$ cat config.mk
export PLATFORM = sky130hd
export DESIGN_NAME = phase_shift_divider
export DESIGN_NICKNAME = d
export VERILOG_FILES = /design/src/rtl/phase_shift_divider.sv
export SDC_FILE = /design/constraint.sdc
export NUM_CORES = 1
export LEC_CHECK = 0
export CAP_MARGIN = 20
export CELL_PAD_IN_SITES_DETAIL_PLACEMENT = 0
export CELL_PAD_IN_SITES_GLOBAL_PLACEMENT = 2
export CORE_ASPECT_RATIO = 0.8
export CORE_MARGIN = 2
export CORE_UTILIZATION = 39
export DETAILED_ROUTE_END_ITERATION = 12
export HOLD_SLACK_MARGIN = 0.12
export PLACE_DENSITY_LB_ADDON = 0.12
export SYNTH_ARGS = -nofsm -noshare
export SYNTH_HDL_FRONTEND = slang
export SYNTH_SLANG_ARGS = --single-unit
$ cat constraint.sdc
create_clock -name clk_i -period 10.1 [get_ports clk_i]
set_input_delay 1.01 -clock clk_i [delete_from_list [all_inputs] [get_ports clk_i]]
set_output_delay 1.01 -clock clk_i [all_outputs]
set_load 0.01 [all_outputs]
$ cat src/rtl/phase_shift_divider.sv
// Programmable clock-enable divider with phase advance/retard.
// Shift requests queue in a saturating signed counter; at most one is applied per output period.
module phase_shift_divider #(
  parameter int WIDTH      = 8,
  parameter int PEND_WIDTH = 4
) (
  input  logic                         clk_i,
  input  logic                         reset_i,
  input  logic                         enable_i,
  input  logic [WIDTH-1:0]             divisor_i,
  input  logic                         positiveShift_i,
  input  logic                         negativeShift_i,
  output logic                         output_o,
  output logic                         tick_o,
  output logic signed [PEND_WIDTH-1:0] pending_o,
  output logic                         overflow_o
);

  localparam int CW = WIDTH + 1;
  localparam int AW = PEND_WIDTH + 1;
  localparam logic signed [AW-1:0] PEND_MAX = AW'((1 << (PEND_WIDTH - 1)) - 1);
  localparam logic signed [AW-1:0] PEND_MIN = -PEND_MAX;

  logic [CW-1:0]                 cnt_q, cnt_d;
  logic [CW-1:0]                 per_q, per_d;
  logic                          started_q, started_d;
  logic signed [PEND_WIDTH-1:0]  pend_q, pend_d;
  logic                          out_q, out_d;
  logic                          tick_q, tick_d;
  logic                          ovf_q, ovf_d;

  logic                          period_start;
  logic                          shorten;
  logic                          lengthen;
  logic [CW-1:0]                 nominal;
  logic signed [AW-1:0]          pend_base;
  logic signed [AW-1:0]          delta;
  logic signed [AW-1:0]          candidate;
  logic                          saturate;

  // A period opens on the very first enabled edge and whenever the last count is reached.
  always_comb begin
    period_start = enable_i && (!started_q || (cnt_q == per_q - CW'(1)));
    nominal      = (divisor_i < WIDTH'(3)) ? CW'(3) : {1'b0, divisor_i};
    lengthen     = pend_q[PEND_WIDTH-1];
    shorten      = !pend_q[PEND_WIDTH-1] && (pend_q != '0);
  end

  // Pending accumulator: consume one owed shift at period start, then add the new request.
  always_comb begin
    pend_base = {pend_q[PEND_WIDTH-1], pend_q};
    if (period_start && shorten) begin
      pend_base = pend_base - AW'(1);
    end else if (period_start && lengthen) begin
      pend_base = pend_base + AW'(1);
    end

    delta = '0;
    if (positiveShift_i && !negativeShift_i) begin
      delta = AW'(1);
    end else if (negativeShift_i && !positiveShift_i) begin
      delta = AW'(-1);
    end

    candidate = pend_base + delta;
    saturate  = (candidate > PEND_MAX) || (candidate < PEND_MIN);
  end

  // NOTE: every signal gets a hold/default value first so no path can infer a latch.
  always_comb begin
    cnt_d     = cnt_q;
    per_d     = per_q;
    started_d = started_q;
    pend_d    = pend_q;
    out_d     = out_q;
    tick_d    = 1'b0;
    ovf_d     = 1'b0;

    if (enable_i) begin
      if (period_start) begin
        cnt_d     = '0;
        per_d     = nominal - CW'(shorten) + CW'(lengthen);
        started_d = 1'b1;
        tick_d    = 1'b1;
        out_d     = 1'b1;
      end else begin
        cnt_d = cnt_q + CW'(1);
        out_d = (cnt_q + CW'(1)) < (per_q >> 1);
      end

      if (saturate) begin
        pend_d = pend_base[PEND_WIDTH-1:0];
        ovf_d  = 1'b1;
      end else begin
        pend_d = candidate[PEND_WIDTH-1:0];
      end
    end
  end

  // NOTE: sequential state uses non-blocking assignments so all flops update together.
  // NOTE: every flop here is real control state, so all of them take the async reset.
  always_ff @(posedge clk_i or negedge reset_i) begin
    if (!reset_i) begin
      cnt_q     <= '0;
      per_q     <= '0;
      started_q <= 1'b0;
      pend_q    <= '0;
      out_q     <= 1'b0;
      tick_q    <= 1'b0;
      ovf_q     <= 1'b0;
    end else begin
      cnt_q     <= cnt_d;
      per_q     <= per_d;
      started_q <= started_d;
      pend_q    <= pend_d;
      out_q     <= out_d;
      tick_q    <= tick_d;
      ovf_q     <= ovf_d;
    end
  end

  assign output_o   = out_q;
  assign tick_o     = tick_q;
  assign pending_o  = pend_q;
  assign overflow_o = ovf_q;

endmodule

; ---- Word level (Yosys, flattened, before mapping)
; Cells that the tools add are included.
[op_classes]
eq_ne = 1
n_addsub = 7
reduce_logical = 14
muxes = 12
magnitude_cmp = 4
[ops]
columns = cell, count
row1 = two-way mux 5 bit, 4
row2 = adder 9 x 1 -> 9 bit, 1
row3 = adder 9 x 1 -> 9 bit (second input constant), 1
row4 = equality test 9 bit, 1
row5 = < comparator 9 x 8 -> 1 bit, 1
row6 = two-way mux 9 bit, 1
row7 = subtractor 8 x 1 -> 9 bit, 1
row8 = subtractor 9 x 1 -> 9 bit (second input constant), 1
row9 = < comparator 8 x 2 -> 1 bit (second input constant), 1
row10 = two-way mux 8 bit, 1
row11 = logical AND 1 bit, 6
row12 = adder 4 x 2 -> 5 bit (second input constant), 1
row13 = adder 5 bit, 1
row14 = > comparator 5 x 4 -> 1 bit (second input constant), 1
row15 = < comparator 5 x 4 -> 1 bit (second input constant), 1
row16 = two-way mux 1 bit, 5
row17 = subtractor 4 x 2 -> 5 bit (second input constant), 1
row18 = logical NOT 1 bit, 4
row19 = two-way mux 4 bit, 1
row20 = nonzero test 4 bit, 1
row21 = logical OR 1 bit, 2
row22 = AND reduction 2 bit, 1
[word_totals]
wordCells = 45
output_inout_bits = 7
register_bits = 26

; ---- Logic depth before layout (Yosys ltp)
[logic_depth]
ltp_word = 12
mapped_depth = 24

; ---- Least setup slack after synthesis
; OpenSTA, ideal clock, no wires.
[synth_path]
path_type = register to register
startpoint = register per_q[0]
endpoint = register pend_q[1] (netlist: pending_o[1])
period_less_slack_ns = 5.309
arrival_time_ns = 5.174
path_stages_with_launch = 25
path_slack_ns = 4.791
n_path_buf = 3
setup_time_ns = 0.135
path_cell_list = dfrtp_1 buf_6 inv_1 ha_1 clkbuf_1 o21ai_0 nor4_2 a2111oi_4 nor4b_4 a31oi_1 buf_4 a2bb2oi_1 nor3b_2 inv_1 ha_1 a31oi_1 nor2b_1 nand2b_1 or3_1 a31oi_1 a2111oi_2 nor4b_1 or4b_2 o311ai_1 o22ai_1
[synth_between]
elab_chain_len = 11
word_cells_on_any_way = 13
classes_between = 2 x add/sub / 2 x order compare / 1 x eq/ne / 3 x mux / 5 x reduce/logical
[synth_lines]
columns = item, line
row1 = "start, declared", 25  ; logic [CW-1:0] per_q, per_d;
row2 = "start signal, assigned", 113  ; per_q <= per_d;
row3 = subtractor 9 x 1 -> 9 bit (*), 43  ; period_start = enable_i && (!started_q || (cnt_q == per_q - CW'(1)));
row4 = equality test 9 bit (*), 43
row5 = logical OR 1 bit (*), 43
row6 = logical AND 1 bit (*), 43
row7 = logical AND 1 bit, 54  ; end else if (period_start && lengthen) begin
row8 = two-way mux 5 bit, 54
row9 = two-way mux 5 bit (*), 52  ; if (period_start && shorten) begin
row10 = adder 5 bit, 65  ; candidate = pend_base + delta;
row11 = > comparator 5 x 4 -> 1 bit / < comparator 5 x 4 -> 1 bit (equally long branches), 66  ; saturate = (candidate > PEND_MAX) || (candidate < PEND_MIN);
row12 = logical OR 1 bit, 66
row13 = two-way mux 4 bit (*), 91  ; if (saturate) begin
row14 = "end signal, assigned", 115  ; pend_q <= pend_d;
row15 = "end, declared", 27  ; logic signed [PEND_WIDTH-1:0] pend_q, pend_d;
; Mark *: on every way between the ends. The rest lies on a longest branch, timed or not.
; A chain may end at the register's enable or synchronous reset.

; ---- Worst setup path in the final report
[layout_path]
startpoint = register per_q[1]
endpoint = register pend_q[0] (netlist: pending_o[0])
; The elaborated chain is that of the path after synthesis.

==> impl_metrics.tcl <==
set metrics [dict create \
    nFillCells 723 \
    ant_nets 0 \
    slowest_stage "a31oi_2" \
    max_freq_ghz 0.155 \
    synth_edf_count 0 \
    postCtsSetupRepairBufs 0 \
    clock_skew_ns 0.00356 \
    period_minus_slack_ns 6.45 \
    num_antenna_cells 0 \
    maxCapViolations 0 \
    tritoncts.num_buffers 3 \
    regArea_um2 651 \
    mostFrequentLayoutCell "inv_1" \
    slowest_delay_ns 0.81 \
    fin_crit_sh 0.638 \
    die_area_um2 8160 \
    vdd_ir_drop_max_uv 110 \
    wire_per_inst_um 15.4 \
    syn_area_um2 2900 \
    grt_pass1_wl_um 11600 \
    yosysWarnings 0 \
    worstSetupPathType "reg -> reg" \
    fin_nets 406 \
    avgSynthCellArea_um2 8.18 \
    drive_gt1_frac 0.0635 \
    top_level_ports 20 \
    yosysSeqAreaShare 0.224 \
    via_per_inst 5.37 \
    rr_worst_depth 20 \
    antenna_found_initial 0 \
    end_kind "register" \
    drt_wl_total_um 6960 \
    dp_cells 448 \
    synthDistinctLibCells 66 \
    cts_resized 0 \
    cts-hold-fix-buffers 0 \
    path_clk_slew_ns 0.10 \
    hold_depth 2 \
    synthArstFlopShare 1.00 \
    tightest_slew_ns 0.964 \
    gp_congestion 0.830 \
    setup_viol 0 \
    synth_ff_type "dfrtp_1" \
    cp.depth 20 \
    setup_tns_ns 0 \
    grt.overflow.total 0 \
    first_pass_iters 4 \
    rsz0062_at_grt "no" \
    core.rowCount 28 \
    area_growth_pct 10.2 \
    required_ns 10.27 \
    port_buffers 19 \
    slew_viol_final 0 \
    clock-sinks 26 \
    grt_pass1_vias 2260 \
    clock_latency_ns 0.27 \
    slew_headroom 0.355 \
    cts_tree "done" \
    power.leakage_uw 0.00139 \
    ys_ff_latch 26 \
    arrival_ns 6.62 \
    power_density_nw_per_um2 259 \
    clockBufferDepth 2 \
    start_util 0.397 \
    status "completed" \
    postSynthCellCount 355 \
    crit_chain "inv_1 -> ha_1 -> xnor3_1 -> and3_1 -> a2111oi_4 -> nor4b_4 -> a31oi_2 -> inv_1 -> a21oi_1 -> o21ai_0 -> ha_1 -> nor2b_1 -> a21oi_1 -> o21a_1 -> a41oi_2 -> a2111oi_2 -> or4b_4 -> a21boi_4 -> o211ai_1 -> a41o_1" \
    post-route-drc-count 0 \
    crit_family "compound AO/OA/AOI/OAI gates" \
    fp.dieH_um 81.2 \
    hold_class "reg -> reg" \
    grt_usage 0.181 \
    syn_nets 398 \
    cp-start-kind "register" \
    cp_max_fo 20 \
    multi_input_area_um2 2030 \
    instances_no_fill 452 \
    layout_common_cells "inv_1, nand2_1, ha_1" \
    cts_root_buffer "clkbuf_8" \
    dp_hpwl_um 5530 \
    post-route-util 0.437 \
    drt_iter0_markers 109 \
    vias 2426 \
    cp_num_buf_inv 2 \
    die_x_um 100 \
    finalHoldWorstSlack_ns 0.532 \
    design.core.area_um2 7320 \
    cts_htree_levels 1 \
    hold_violations 0 \
    grt_max_degree 35 \
]
metrics by stage:
stage / instance area (um2) / setup slack, ns / total power (uW)
after global routing: 3200 / 3.16 / 909
after detailed placement: 3140 / 3.73 / 754
after floorplan: 2900 / 4.79 / 619
after global placement: 3140 / 3.71 / 770
after CTS: 3200 / 3.71 / 831
final: 3200 / 3.65 / 827
cell usage after synthesis, types with 5 or more instances:
cell | number | area share
clkbuf_1 | 14 | 0.018
xor2_1 | 11 | 0.033
a21oi_1 | 21 | 0.036
nand2b_1 | 7 | 0.015
ha_1 | 28 | 0.12
nand3_1 | 13 | 0.022
a31oi_1 | 6 | 0.013
dfrtp_1 | 26 | 0.22
nand2_1 | 32 | 0.041
nor2b_1 | 7 | 0.015
inv_1 | 38 | 0.049
xnor2_1 | 18 | 0.054
o21ai_0 | 23 | 0.040
nor2_1 | 23 | 0.030
o22ai_1 | 6 | 0.013
and3_1 | 5 | 0.011
registers in the layout, summed over array words and instances, names as in the netlist:
signal	cells
overflow_o	1
per_q	9
pending_o	4
tick_o	1
started_q	1
output_o	1
cnt_q	9
worst paths after layout:
kind | slack, ns | startpoint | end
setup reg to reg | 3.65 | per_q[1]$_DFFE_PN0P_ | pending_o[0]$_DFFE_PN0P_
hold / removal | 0.53 | output_o$_DFFE_PN0P_ | output_o$_DFFE_PN0P_
max in group asynchronous | 8.73 | reset_i | overflow_o$_DFF_PN0_
hold reg to reg | 0.53 | output_o$_DFFE_PN0P_ | output_o$_DFFE_PN0P_
min in group asynchronous | 1.11 | reset_i | cnt_q[8]$_DFFE_PN0P_
setup / recovery | 3.65 | per_q[1]$_DFFE_PN0P_ | pending_o[0]$_DFFE_PN0P_
worst min-delay path, delay by kind of cell, from the launching register on:
kind / cells / cell delay (ns)
flops: 1 / 0.36
compound gates: 1 / 0.10
simple gates: 1 / 0.04
routing by layer:
metal  GRT usage  part of all wire  up-vias  routed length [um]
met3      0.0250             0.041        2                 288
met2       0.265              0.40       55                2780
li1            -                 -     1264                   -
met1       0.285              0.55     1105                3850
met4      0.0247            0.0057        0                  40
met5           0                 0        -                   0
cell families (layout without fill, tap and decap cells):
| logic type | Yosys count | in the layout | synth area share |
|---|---|---|---|
| simple gates | 115 | 115 | 0.217 |
| compound gates | 93 | 93 | 0.228 |
| buf+inv | 56 | 63 | 0.0780 |
| xor+xnor | 31 | 31 | 0.103 |
| fa+ha+maj | 30 | 30 | 0.134 |
| flops | 26 | 26 | 0.224 |
| mux | 4 | 4 | 0.0151 |
cell type report:
type / count / area share
multi-input combinational: 273 / 0.636
sequential: 26 / 0.203
timing repair buffer: 21 / 0.0641
inverter: 38 / 0.0446
tap: 90 / 0.0352
clock buffer: 4 / 0.0172
power by group:
group	leakage [uW]	switching (uW)	total, uW	internal [uW]
clock network	0.0000288	35.1	70.1	34.9
registers	0.000313	71.8	214	142
logic	0.00105	292	543	252
total	0.00139	399	827	429
No activity file was read; power rests on OpenSTA's default activity.
